### src/rtl/ppg_window_stats_if.sv
// PPG window stats bus: sample strobes and enable in, window results out.
// master: sample source / consumer; slave: the stats block.
interface ppg_window_stats_if;
  logic       Enable;
  logic [7:0] RED_ADC_Value;
  logic       RED_Valid;
  logic [7:0] IR_ADC_Value;
  logic       IR_Valid;
  logic [7:0] RED_AC;
  logic [7:0] RED_DC;
  logic [7:0] IR_AC;
  logic [7:0] IR_DC;
  logic [7:0] Beat_Count;
  logic       Stats_Valid;
  logic       Busy;

  modport master (
    output Enable, RED_ADC_Value, RED_Valid,
    output IR_ADC_Value, IR_Valid,
    input  RED_AC, RED_DC, IR_AC, IR_DC,
    input  Beat_Count, Stats_Valid, Busy
  );

  modport slave (
    input  Enable, RED_ADC_Value, RED_Valid,
    input  IR_ADC_Value, IR_Valid,
    output RED_AC, RED_DC, IR_AC, IR_DC,
    output Beat_Count, Stats_Valid, Busy
  );
endinterface

### src/rtl/ppg_window_stats.sv
// Per-window RED/IR AC (max-min), DC (mean) and IR beat count.
// Ports: CLK, rst (async high), bus (slave: strobes in, stats out).
module ppg_window_stats #(
  parameter int WIN_LOG2 = 6,
  parameter int HYST     = 8
) (
  input logic CLK,
  input logic rst,
  ppg_window_stats_if.slave bus
);
  localparam int CW = WIN_LOG2 + 1;
  localparam int SW = WIN_LOG2 + 8;
  localparam logic [CW-1:0] N = {1'b1, {WIN_LOG2{1'b0}}};
  localparam logic [7:0] HY = 8'(HYST);

  typedef enum logic [1:0] {
    S_IDLE,
    S_ACQ,
    S_LATCH
  } state_t;

  state_t        state;
  logic [CW-1:0] red_cnt, ir_cnt;
  logic [SW-1:0] red_sum, ir_sum;
  logic [7:0]    red_min, red_max;
  logic [7:0]    ir_min, ir_max;
  logic [7:0]    beat;
  logic          pk_down;
  logic          pk_first;
  logic [7:0]    pk_t;

  logic       red_take, ir_take;
  logic [7:0] red_s, ir_s;

  assign red_s    = bus.RED_ADC_Value;
  assign ir_s     = bus.IR_ADC_Value;
  assign red_take = bus.RED_Valid && (red_cnt != N);
  assign ir_take  = bus.IR_Valid && (ir_cnt != N);
  assign bus.Busy = (state != S_IDLE);

  always_ff @(posedge CLK or posedge rst) begin
    if (rst) begin
      state           <= S_IDLE;
      red_cnt         <= '0;
      ir_cnt          <= '0;
      red_sum         <= '0;
      ir_sum          <= '0;
      red_min         <= 8'hFF;
      red_max         <= '0;
      ir_min          <= 8'hFF;
      ir_max          <= '0;
      beat            <= '0;
      pk_down         <= 1'b0;
      pk_first        <= 1'b0;
      pk_t            <= '0;
      bus.RED_AC      <= '0;
      bus.RED_DC      <= '0;
      bus.IR_AC       <= '0;
      bus.IR_DC       <= '0;
      bus.Beat_Count  <= '0;
      bus.Stats_Valid <= 1'b0;
    end else begin
      bus.Stats_Valid <= 1'b0;
      unique case (state)
        S_IDLE: begin
          if (bus.Enable) begin
            state    <= S_ACQ;
            pk_first <= 1'b1;
            pk_down  <= 1'b0;
          end
        end
        S_ACQ: begin
          if (!bus.Enable) begin
            state <= S_IDLE;
          end else begin
            if (red_cnt == N && ir_cnt == N)
              state <= S_LATCH;
            if (red_take) begin
              red_cnt <= red_cnt + 1'b1;
              red_sum <= red_sum + SW'(red_s);
              if (red_s < red_min) red_min <= red_s;
              if (red_s > red_max) red_max <= red_s;
            end
            if (ir_take) begin
              ir_cnt <= ir_cnt + 1'b1;
              ir_sum <= ir_sum + SW'(ir_s);
              if (ir_s < ir_min) ir_min <= ir_s;
              if (ir_s > ir_max) ir_max <= ir_s;
              // First sample after a fresh start only seeds the tracker.
              if (pk_first) begin
                pk_first <= 1'b0;
                pk_t     <= ir_s;
              end else if (!pk_down) begin
                if (ir_s > pk_t) begin
                  pk_t <= ir_s;
                end else if ((pk_t - ir_s) >= HY) begin
                  if (beat != 8'hFF) beat <= beat + 8'd1;
                  pk_down <= 1'b1;
                  pk_t    <= ir_s;
                end
              end else begin
                if (ir_s < pk_t) begin
                  pk_t <= ir_s;
                end else if ((ir_s - pk_t) >= HY) begin
                  pk_down <= 1'b0;
                  pk_t    <= ir_s;
                end
              end
            end
          end
        end
        S_LATCH: begin
          bus.RED_AC      <= red_max - red_min;
          bus.RED_DC      <= red_sum[SW-1:WIN_LOG2];
          bus.IR_AC       <= ir_max - ir_min;
          bus.IR_DC       <= ir_sum[SW-1:WIN_LOG2];
          bus.Beat_Count  <= beat;
          bus.Stats_Valid <= 1'b1;
          state <= bus.Enable ? S_ACQ : S_IDLE;
        end
        default: state <= S_IDLE;
      endcase
      // Accumulators sit cleared outside ACQUIRE so every window
      // starts fresh; LATCH still reads the old values this edge.
      if (state != S_ACQ) begin
        red_cnt <= '0;
        ir_cnt  <= '0;
        red_sum <= '0;
        ir_sum  <= '0;
        red_min <= 8'hFF;
        red_max <= '0;
        ir_min  <= 8'hFF;
        ir_max  <= '0;
        beat    <= '0;
      end
    end
  end
endmodule

### src/flat_wrapper.sv
// flat-port wrapper written by rule: the top's interface ports become plain ports
module ppg_window_stats_flat 
#(
  parameter int WIN_LOG2 = 6,
  parameter int HYST     = 8
)
  (CLK, rst, bus_Enable, bus_RED_ADC_Value, bus_RED_Valid, bus_IR_ADC_Value, bus_IR_Valid, bus_RED_AC, bus_RED_DC, bus_IR_AC, bus_IR_DC, bus_Beat_Count, bus_Stats_Valid, bus_Busy);
  ppg_window_stats_if bus_i ();
  input logic CLK;
  input logic rst;
  input wire logic [$bits(bus_i.Enable)-1:0] bus_Enable;
  input wire logic [$bits(bus_i.RED_ADC_Value)-1:0] bus_RED_ADC_Value;
  input wire logic [$bits(bus_i.RED_Valid)-1:0] bus_RED_Valid;
  input wire logic [$bits(bus_i.IR_ADC_Value)-1:0] bus_IR_ADC_Value;
  input wire logic [$bits(bus_i.IR_Valid)-1:0] bus_IR_Valid;
  output wire logic [$bits(bus_i.RED_AC)-1:0] bus_RED_AC;
  output wire logic [$bits(bus_i.RED_DC)-1:0] bus_RED_DC;
  output wire logic [$bits(bus_i.IR_AC)-1:0] bus_IR_AC;
  output wire logic [$bits(bus_i.IR_DC)-1:0] bus_IR_DC;
  output wire logic [$bits(bus_i.Beat_Count)-1:0] bus_Beat_Count;
  output wire logic [$bits(bus_i.Stats_Valid)-1:0] bus_Stats_Valid;
  output wire logic [$bits(bus_i.Busy)-1:0] bus_Busy;
  assign bus_i.Enable = bus_Enable;
  assign bus_i.RED_ADC_Value = bus_RED_ADC_Value;
  assign bus_i.RED_Valid = bus_RED_Valid;
  assign bus_i.IR_ADC_Value = bus_IR_ADC_Value;
  assign bus_i.IR_Valid = bus_IR_Valid;
  assign bus_RED_AC = bus_i.RED_AC;
  assign bus_RED_DC = bus_i.RED_DC;
  assign bus_IR_AC = bus_i.IR_AC;
  assign bus_IR_DC = bus_i.IR_DC;
  assign bus_Beat_Count = bus_i.Beat_Count;
  assign bus_Stats_Valid = bus_i.Stats_Valid;
  assign bus_Busy = bus_i.Busy;
  ppg_window_stats #(.WIN_LOG2(WIN_LOG2), .HYST(HYST)) u_core (.CLK(CLK), .rst(rst), .bus(bus_i));
endmodule
### config.mk
export PLATFORM = sky130hd
export DESIGN_NAME = ppg_window_stats_flat
export DESIGN_NICKNAME = d
export VERILOG_FILES = /design/src/rtl/ppg_window_stats_if.sv /design/src/rtl/ppg_window_stats.sv /design/src/flat_wrapper.sv
export SDC_FILE = /design/constraint.sdc
export NUM_CORES = 1
export LEC_CHECK = 0
export CELL_PAD_IN_SITES_DETAIL_PLACEMENT = 1
export CELL_PAD_IN_SITES_GLOBAL_PLACEMENT = 1
export CORE_MARGIN = 3
export CORE_UTILIZATION = 40
export CTS_CLUSTER_SIZE = 20
export DETAILED_ROUTE_END_ITERATION = 8
export HOLD_SLACK_MARGIN = 0.15
export PLACE_DENSITY = 0.79
export SETUP_SLACK_MARGIN = 0.1
export SYNTH_ARGS = -nofsm -noshare
export SYNTH_HDL_FRONTEND = slang
export SYNTH_SLANG_ARGS = --single-unit
### constraint.sdc
create_clock -name CLK -period 5.2 [get_ports CLK]
set_input_delay 1.3 -clock CLK [delete_from_list [all_inputs] [get_ports CLK]]
set_output_delay 1.3 -clock CLK [all_outputs]
set_load 0.03 [all_outputs]
==> results.json, run 1 <==
{
  "routed_wl_microns": 20600,
  "core_sq_um": 19700,
  "r2r_slack_ns": 2.30,
  "dp_hpwl_microns": 14600,
  "drt_iter0_drc": 239,
  "rsz0062_at_grt": "false",
  "wl_per_cell_microns": 17.4,
  "antenna_found_initial": 0,
  "synth_xor_area_share_pct": 4.51,
  "vias": 6349,
  "synth_fa_ha_area_share_pct": 13.5,
  "drtAntennaViolNets": 0,
  "setup_viol": 0,
  "core.rowCount": 51,
  "synth_mux_area_share_pct": 6.54,
  "final_area_sq_um": 9730,
  "start_util_pct": 41.3,
  "synthFlopType": "dfrtp_1",
  "yosys_warnings": 0,
  "tightest_slew_ns": 0.843,
  "crit_fanout": 11,
  "slew_headroom_pct": 43.8,
  "fmax_mhz": 238,
  "gp_congestion": 0.813,
  "setup.worst_path.end_class": "register",
  "cts_hold_buf": 0,
  "synth.most_common_cell": "dfrtp_1",
  "cts_sinks": 135,
  "synth_top_area_share_pct": 36.5,
  "io-pin-count": 63,
  "synth_cell_types": 60,
  "fillers": 2199,
  "powerDensity_nw_per_um2": 303,
  "min_period_ns": 4.20,
  "finalSetupTns_ns": 0,
  "numCtsBuffers": 17,
  "grt_first_pass_wirelength_microns": 34900,
  "syn_area_per_cell_sq_um": 9.75,
  "ctsRootBufferMaster": "clkbuf_16",
  "grt_max_degree": 92,
  "worst_clock_skew_ns": 0.00686,
  "syn_area_sq_um": 8150,
  "dieWidth_microns": 149,
  "die_h_microns": 149,
  "synth_top_family_by_area": "compound AO/OA/AOI/OAI gates",
  "synthTopCellsByArea": "dfrtp_1 37%, ha_1 12%, dfstp_2 5.2%",
  "fin_util_pct": 49.4,
  "cp_data_arrival_time_ns": 4.54,
  "die_area_sq_um": 22100,
  "finalCritPeriodShare_pct": 80.8,
  "cts_setup_buffers": 0,
  "synth_seq_cells": 135,
  "critical_path.startpoint_type": "primary input",
  "yosys.area_share.simple_pct": 13.4,
  "post-place-ws_ns": 0.609,
  "cts_tree": "built",
  "synth_compound_area_share_pct": 15.5,
  "insertion_delay_ns": 0.42,
  "maxSlewViolCount": 0,
  "synth_cells": 836,
  "syn_to_final_growth_pct": 19.4,
  "synth_edf_count": 0,
  "gr-total-overflow": 0,
  "hold_viol": 0,
  "syn_nets": 942,
  "synth_common_cells": "119 x dfrtp_1, 80 x ha_1, 74 x nand2_1, 73 x inv_1",
  "path_class": "in -> reg",
  "clock_tree.htree_level_count": 4,
  "drive_above_1_share_pct": 11.9,
  "portBuffers": 62,
  "ir_worst_vdd_uv": 249,
  "clk_pin_slew_worst_paths_ns": 0.06,
  "dr.pass1.iters": 4,
  "maxCapViolCount": 0,
  "cts.repair.resized": 0,
  "status": "finished clean",
  "async_flop_share_pct": 100,
  "via_per_inst": 5.36,
  "num_antenna_cells": 0,
  "yosys.area.top_type": "dfrtp_1",
  "hold_path.class": "reg -> reg",
  "fin_ws_ns": 1.00,
  "drc": 0,
  "leakagePower_nw": 4.61,
  "final_nets": 1012,
  "reg.largest.list": "u_core.ir_sum (14), u_core.red_sum (14)",
  "cp.required_ns": 5.54,
  "grt_pass1_vias": 6948,
  "post_dp_cell_area_sq_um": 9110,
  "grt_util_all_layers_pct": 19.5,
  "yosysSeqAreaShare_pct": 41.7,
  "cts_max_path_buffers": 2
}
-- metal layers --
metal	track usage, %	wire length, microns	part of all wire, %
met2	34.3	10300	50
met1	24.8	9360	45
met3	3.37	629	3.1
met5	0	0	0
met4	5.49	288	1.4
-- path summary, 6_finish.rpt --
kind / start / endpoint / cells after the start
setup / recovery: bus_IR_ADC_Value[5] / u_core.pk_t[5] / 11
hold / removal: u_core.bus.RED_AC[6] / u_core.bus.RED_AC[6] / 2
hold reg to reg: u_core.bus.RED_AC[6] / u_core.bus.RED_AC[6] / 2
setup reg to reg: u_core.pk_t[3] / u_core.pk_t[5] / 9
min in group asynchronous: rst / u_core.ir_sum[13] / 2
max in group asynchronous: rst / u_core.red_min[0] / 3
-- cells by family after synthesis --
logic type / after synthesis
adder cells (fa/ha/maj): 85
multiplexers: 50
AO/OA/AOI/OAI: 198
XOR/XNOR: 42
AND/OR/NAND/NOR: 226
flip-flops: 135
buffers and inverters: 100
-- worst max-delay path, cell delays in order --
cell and delay (ns):
clkdlybuf4s50_1 0.69, inv_1 0.11, ha_1 0.50, inv_1 0.11, a21boi_0 0.22, mux2i_1 0.12, a2111oi_1 0.58, a41oi_1 0.28
o31ai_4 0.17, buf_4 0.25, mux2i_1 0.21
-- metrics by stage --
stage	power [mW]	instances	hold WS (ns)
after global placement	1.66	1152	0.464
after CTS	2.98	1184	0.483
final	2.95	1184	0.473
after detailed placement	1.68	1152	0.469
after global routing	3.10	1184	0.512
after floorplan	1.53	836	0.473
-- power breakdown --
group / total [mW] / internal (mW) / switching (mW)
sequential: 1.14 / 1.10 / 0.0343
combinational: 0.530 / 0.215 / 0.314
clock: 1.28 / 0.812 / 0.471
total: 2.95 / 2.13 / 0.820
-- cells in the final DEF (no fill, tap or decap), drive strengths merged, types with 5 or more instances in the layout --
| cell | netlist | routed |
|---|---|---|
| nand2b | 14 | 14 |
| mux2i | 27 | 27 |
| o21ai | 48 | 48 |
| clkbuf | 21 | 19 |
| dfrtp | 119 | 119 |
| o21bai | 6 | 6 |
| fa | 5 | 5 |
| nor3 | 7 | 7 |
| clkdlybuf4s50 | 0 | 62 |
| xor2 | 12 | 12 |
| xnor2 | 30 | 30 |
| ha | 80 | 80 |
| a211oi | 8 | 8 |
| inv | 73 | 73 |
| buf | 6 | 16 |
| nand4 | 12 | 12 |
| nand3 | 14 | 14 |
| mux2 | 23 | 23 |
| a21oi | 60 | 60 |
| or2 | 8 | 8 |
| o21a | 9 | 9 |
| a31o | 5 | 5 |
| clkinv | 0 | 8 |
| and3 | 8 | 8 |
| or3 | 6 | 6 |
| o211ai | 16 | 16 |
| nand2 | 74 | 74 |
| nor2 | 60 | 60 |
| a31oi | 5 | 5 |
| dfstp | 16 | 16 |
| nor2b | 10 | 10 |
| a21o | 18 | 18 |
-- cell type report --
| type | instances | area [sq um] | share of cell area (%) |
|---|---|---|---|
| repair buffers | 78 | 741 | 7.61 |
| flip-flops and latches | 135 | 3400 | 34.9 |
| inverters | 73 | 279 | 2.87 |
| clock buffers | 19 | 443 | 4.55 |
| well taps | 265 | 332 | 3.41 |
| clock inverters | 13 | 179 | 1.84 |
| multi-input cells | 601 | 4360 | 44.8 |
Note: power is estimated with default switching activity, not from simulation.
==> run 2: changes to the inputs <==
clock period = 3.9 ns   (was 5.2 ns; I/O delays follow)
==> run 2 against run 1 <==
Non-clock buffer count increased by 11. Critical path type unchanged. Clock-buffer cell count increased by 6. Largest cell class unchanged. Die area unchanged. Critical path depth unchanged.
==> results.json, run 2 (same netlist as run 1, synthesis figures left out) <==
{
  "setup.worst_path.end_class": "register",
  "insertion_delay_ns": 0.42,
  "core.rowCount": 51,
  "drt_iter0_drc": 259,
  "cts_max_path_buffers": 2,
  "cts_sinks": 135,
  "drive_above_1_share_pct": 12.7,
  "hold_viol": 0,
  "slew_headroom_pct": 30.6,
  "rsz0062_at_grt": "false",
  "io-pin-count": 63,
  "crit_slowest_cell": "clkdlybuf4s50_1",
  "cts_hold_buf": 0,
  "leakagePower_nw": 4.62,
  "hold_path.class": "reg -> reg",
  "dieWidth_microns": 149,
  "num_antenna_cells": 0,
  "reg.largest.list": "u_core.ir_sum (14), u_core.red_sum (14)",
  "grt_pass1_vias": 6818,
  "fmax_mhz": 283,
  "portBuffers": 62,
  "powerDensity_nw_per_um2": 385,
  "maxCapViolCount": 0,
  "gp_congestion": 0.816,
  "core_sq_um": 19700,
  "tightest_slew_ns": 1.04,
  "routed_wl_microns": 20000,
  "vias": 6357,
  "cp_slowest_stage_delay_ns": 0.52,
  "start_util_pct": 41.3,
  "critical_path.startpoint_type": "primary input",
  "cp.required_ns": 4.20,
  "maxSlewViolCount": 0,
  "finalCritPeriodShare_pct": 90.5,
  "numCtsBuffers": 17,
  "drc": 0,
  "final_common_cell": "dfrtp_1",
  "gr-total-overflow": 0,
  "final_nets": 1023,
  "clock_tree.htree_level_count": 4,
  "grt_first_pass_wirelength_microns": 34000,
  "crit_fanout": 6,
  "post_dp_cell_area_sq_um": 9210,
  "ctsRootBufferMaster": "clkbuf_16",
  "crit_path_cell_trace": "clkdlybuf4s50_1 -> ha_1 -> fa_1 -> a21o_1 -> a21oi_1 -> o21bai_1 -> a2111oi_0 -> buf_4 -> nor4b_1 -> xnor2_1 -> nor2_1",
  "grt_max_degree": 100,
  "die_area_sq_um": 22100,
  "via_per_inst": 5.32,
  "die_h_microns": 149,
  "path_class": "in -> reg",
  "clk_pin_slew_worst_paths_ns": 0.06,
  "setup_viol": 0,
  "grt_util_all_layers_pct": 19.0,
  "worst_clock_skew_ns": 0.00819,
  "layout_common_cells": "119 x dfrtp_1, 80 x ha_1, 73 x nand2_1, 72 x inv_1, 62 x clkdlybuf4s50_1",
  "dp_hpwl_microns": 14500,
  "cts_tree": "built",
  "wl_per_cell_microns": 16.7,
  "min_period_ns": 3.53,
  "antenna_found_initial": 0,
  "status": "finished clean",
  "cp_data_arrival_time_ns": 3.82,
  "dr.pass1.iters": 4,
  "drtAntennaViolNets": 0,
  "fin_util_pct": 49.6,
  "ir_worst_vdd_uv": 311,
  "final_area_sq_um": 9780,
  "syn_to_final_growth_pct": 19.9
}
[run 2: report_power, final]
| group | total, mW | switching [mW] | leakage (nW) | internal (mW) |
|---|---|---|---|---|
| Sequential | 1.52 | 0.0468 | 1.78 | 1.47 |
| Clock | 1.54 | 0.596 | 0.266 | 0.942 |
| Combinational | 0.713 | 0.415 | 2.57 | 0.298 |
| Total | 3.77 | 1.06 | 4.62 | 2.71 |
[run 2: what timing repair did]
item	CTS	global route
gates resized for setup	0	1
endpoints found under the setup margin	0	2
buffers inserted	0	0
[run 2: area by class of cell]
| class | count | area (sq um) |
|---|---|---|
| timing repair buffer | 89 | 836 |
| sequential | 135 | 3400 |
| clock buffer | 25 | 495 |
| inverter | 73 | 278 |
| clock inverter | 7 | 70.1 |
| multi-input combinational | 601 | 4370 |
| tap | 265 | 332 |
| fill | 2189 | 9940 |
[run 2: path summary, 6_finish.rpt]
kind	start	endpoint	slack, ns	cells past startpoint
worst max-delay path	bus_IR_ADC_Value[0]	u_core.ir_sum[10]	0.37	11
worst min-delay path	u_core.bus.IR_AC[2]	u_core.bus.IR_AC[2]	0.47	2
worst max register to register	u_core.pk_t[2]	u_core.pk_t[2]	1.10	9
worst min register to register	u_core.bus.IR_AC[2]	u_core.bus.IR_AC[2]	0.47	2
max in group asynchronous	rst	u_core.ir_min[3]	2.17	3
min in group asynchronous	rst	u_core.bus.IR_DC[2]	0.89	2
[run 2: worst max-delay path, delay by kind of cell]
family	cells	cell delay [ns]
AO/OA/AOI/OAI	4	1.09
XOR/XNOR	1	0.18
adder cells (fa/ha/maj)	2	0.70
buffers and inverters	2	0.73
AND/OR/NAND/NOR	2	0.15
[run 2: stage by stage]
step	power (mW)	worst slack, ns	std cells	TNS (ns)	hold WS, ns
2_1_floorplan	2.04	0.598	836	0	0.473
3_3_place_gp	2.22	0.0288	1163	0	0.464
3_5_place_dp	2.25	-0.170	1163	-1.05	0.469
4_1_cts	3.82	0.263	1195	0	0.482
5_1_grt	3.98	0.155	1195	0	0.507
6_report	3.77	0.371	1195	0	0.474
[run 2: layer usage]
metal  vias to the layer above  track usage, %  share of wire [%]
met5                         -               0                  0
met2                        87            32.5                 49
met1                      3168            24.9                 47
met4                         0            5.13                1.4
li1                       3078               -                  -
met3                        24            3.65                2.9
==> run 3: changes to the inputs <==
SKIP_LAST_GASP = 1   (was not set)
==> results of run 3 <==
Final layout, timing and power as in run 2 (identical DEF).
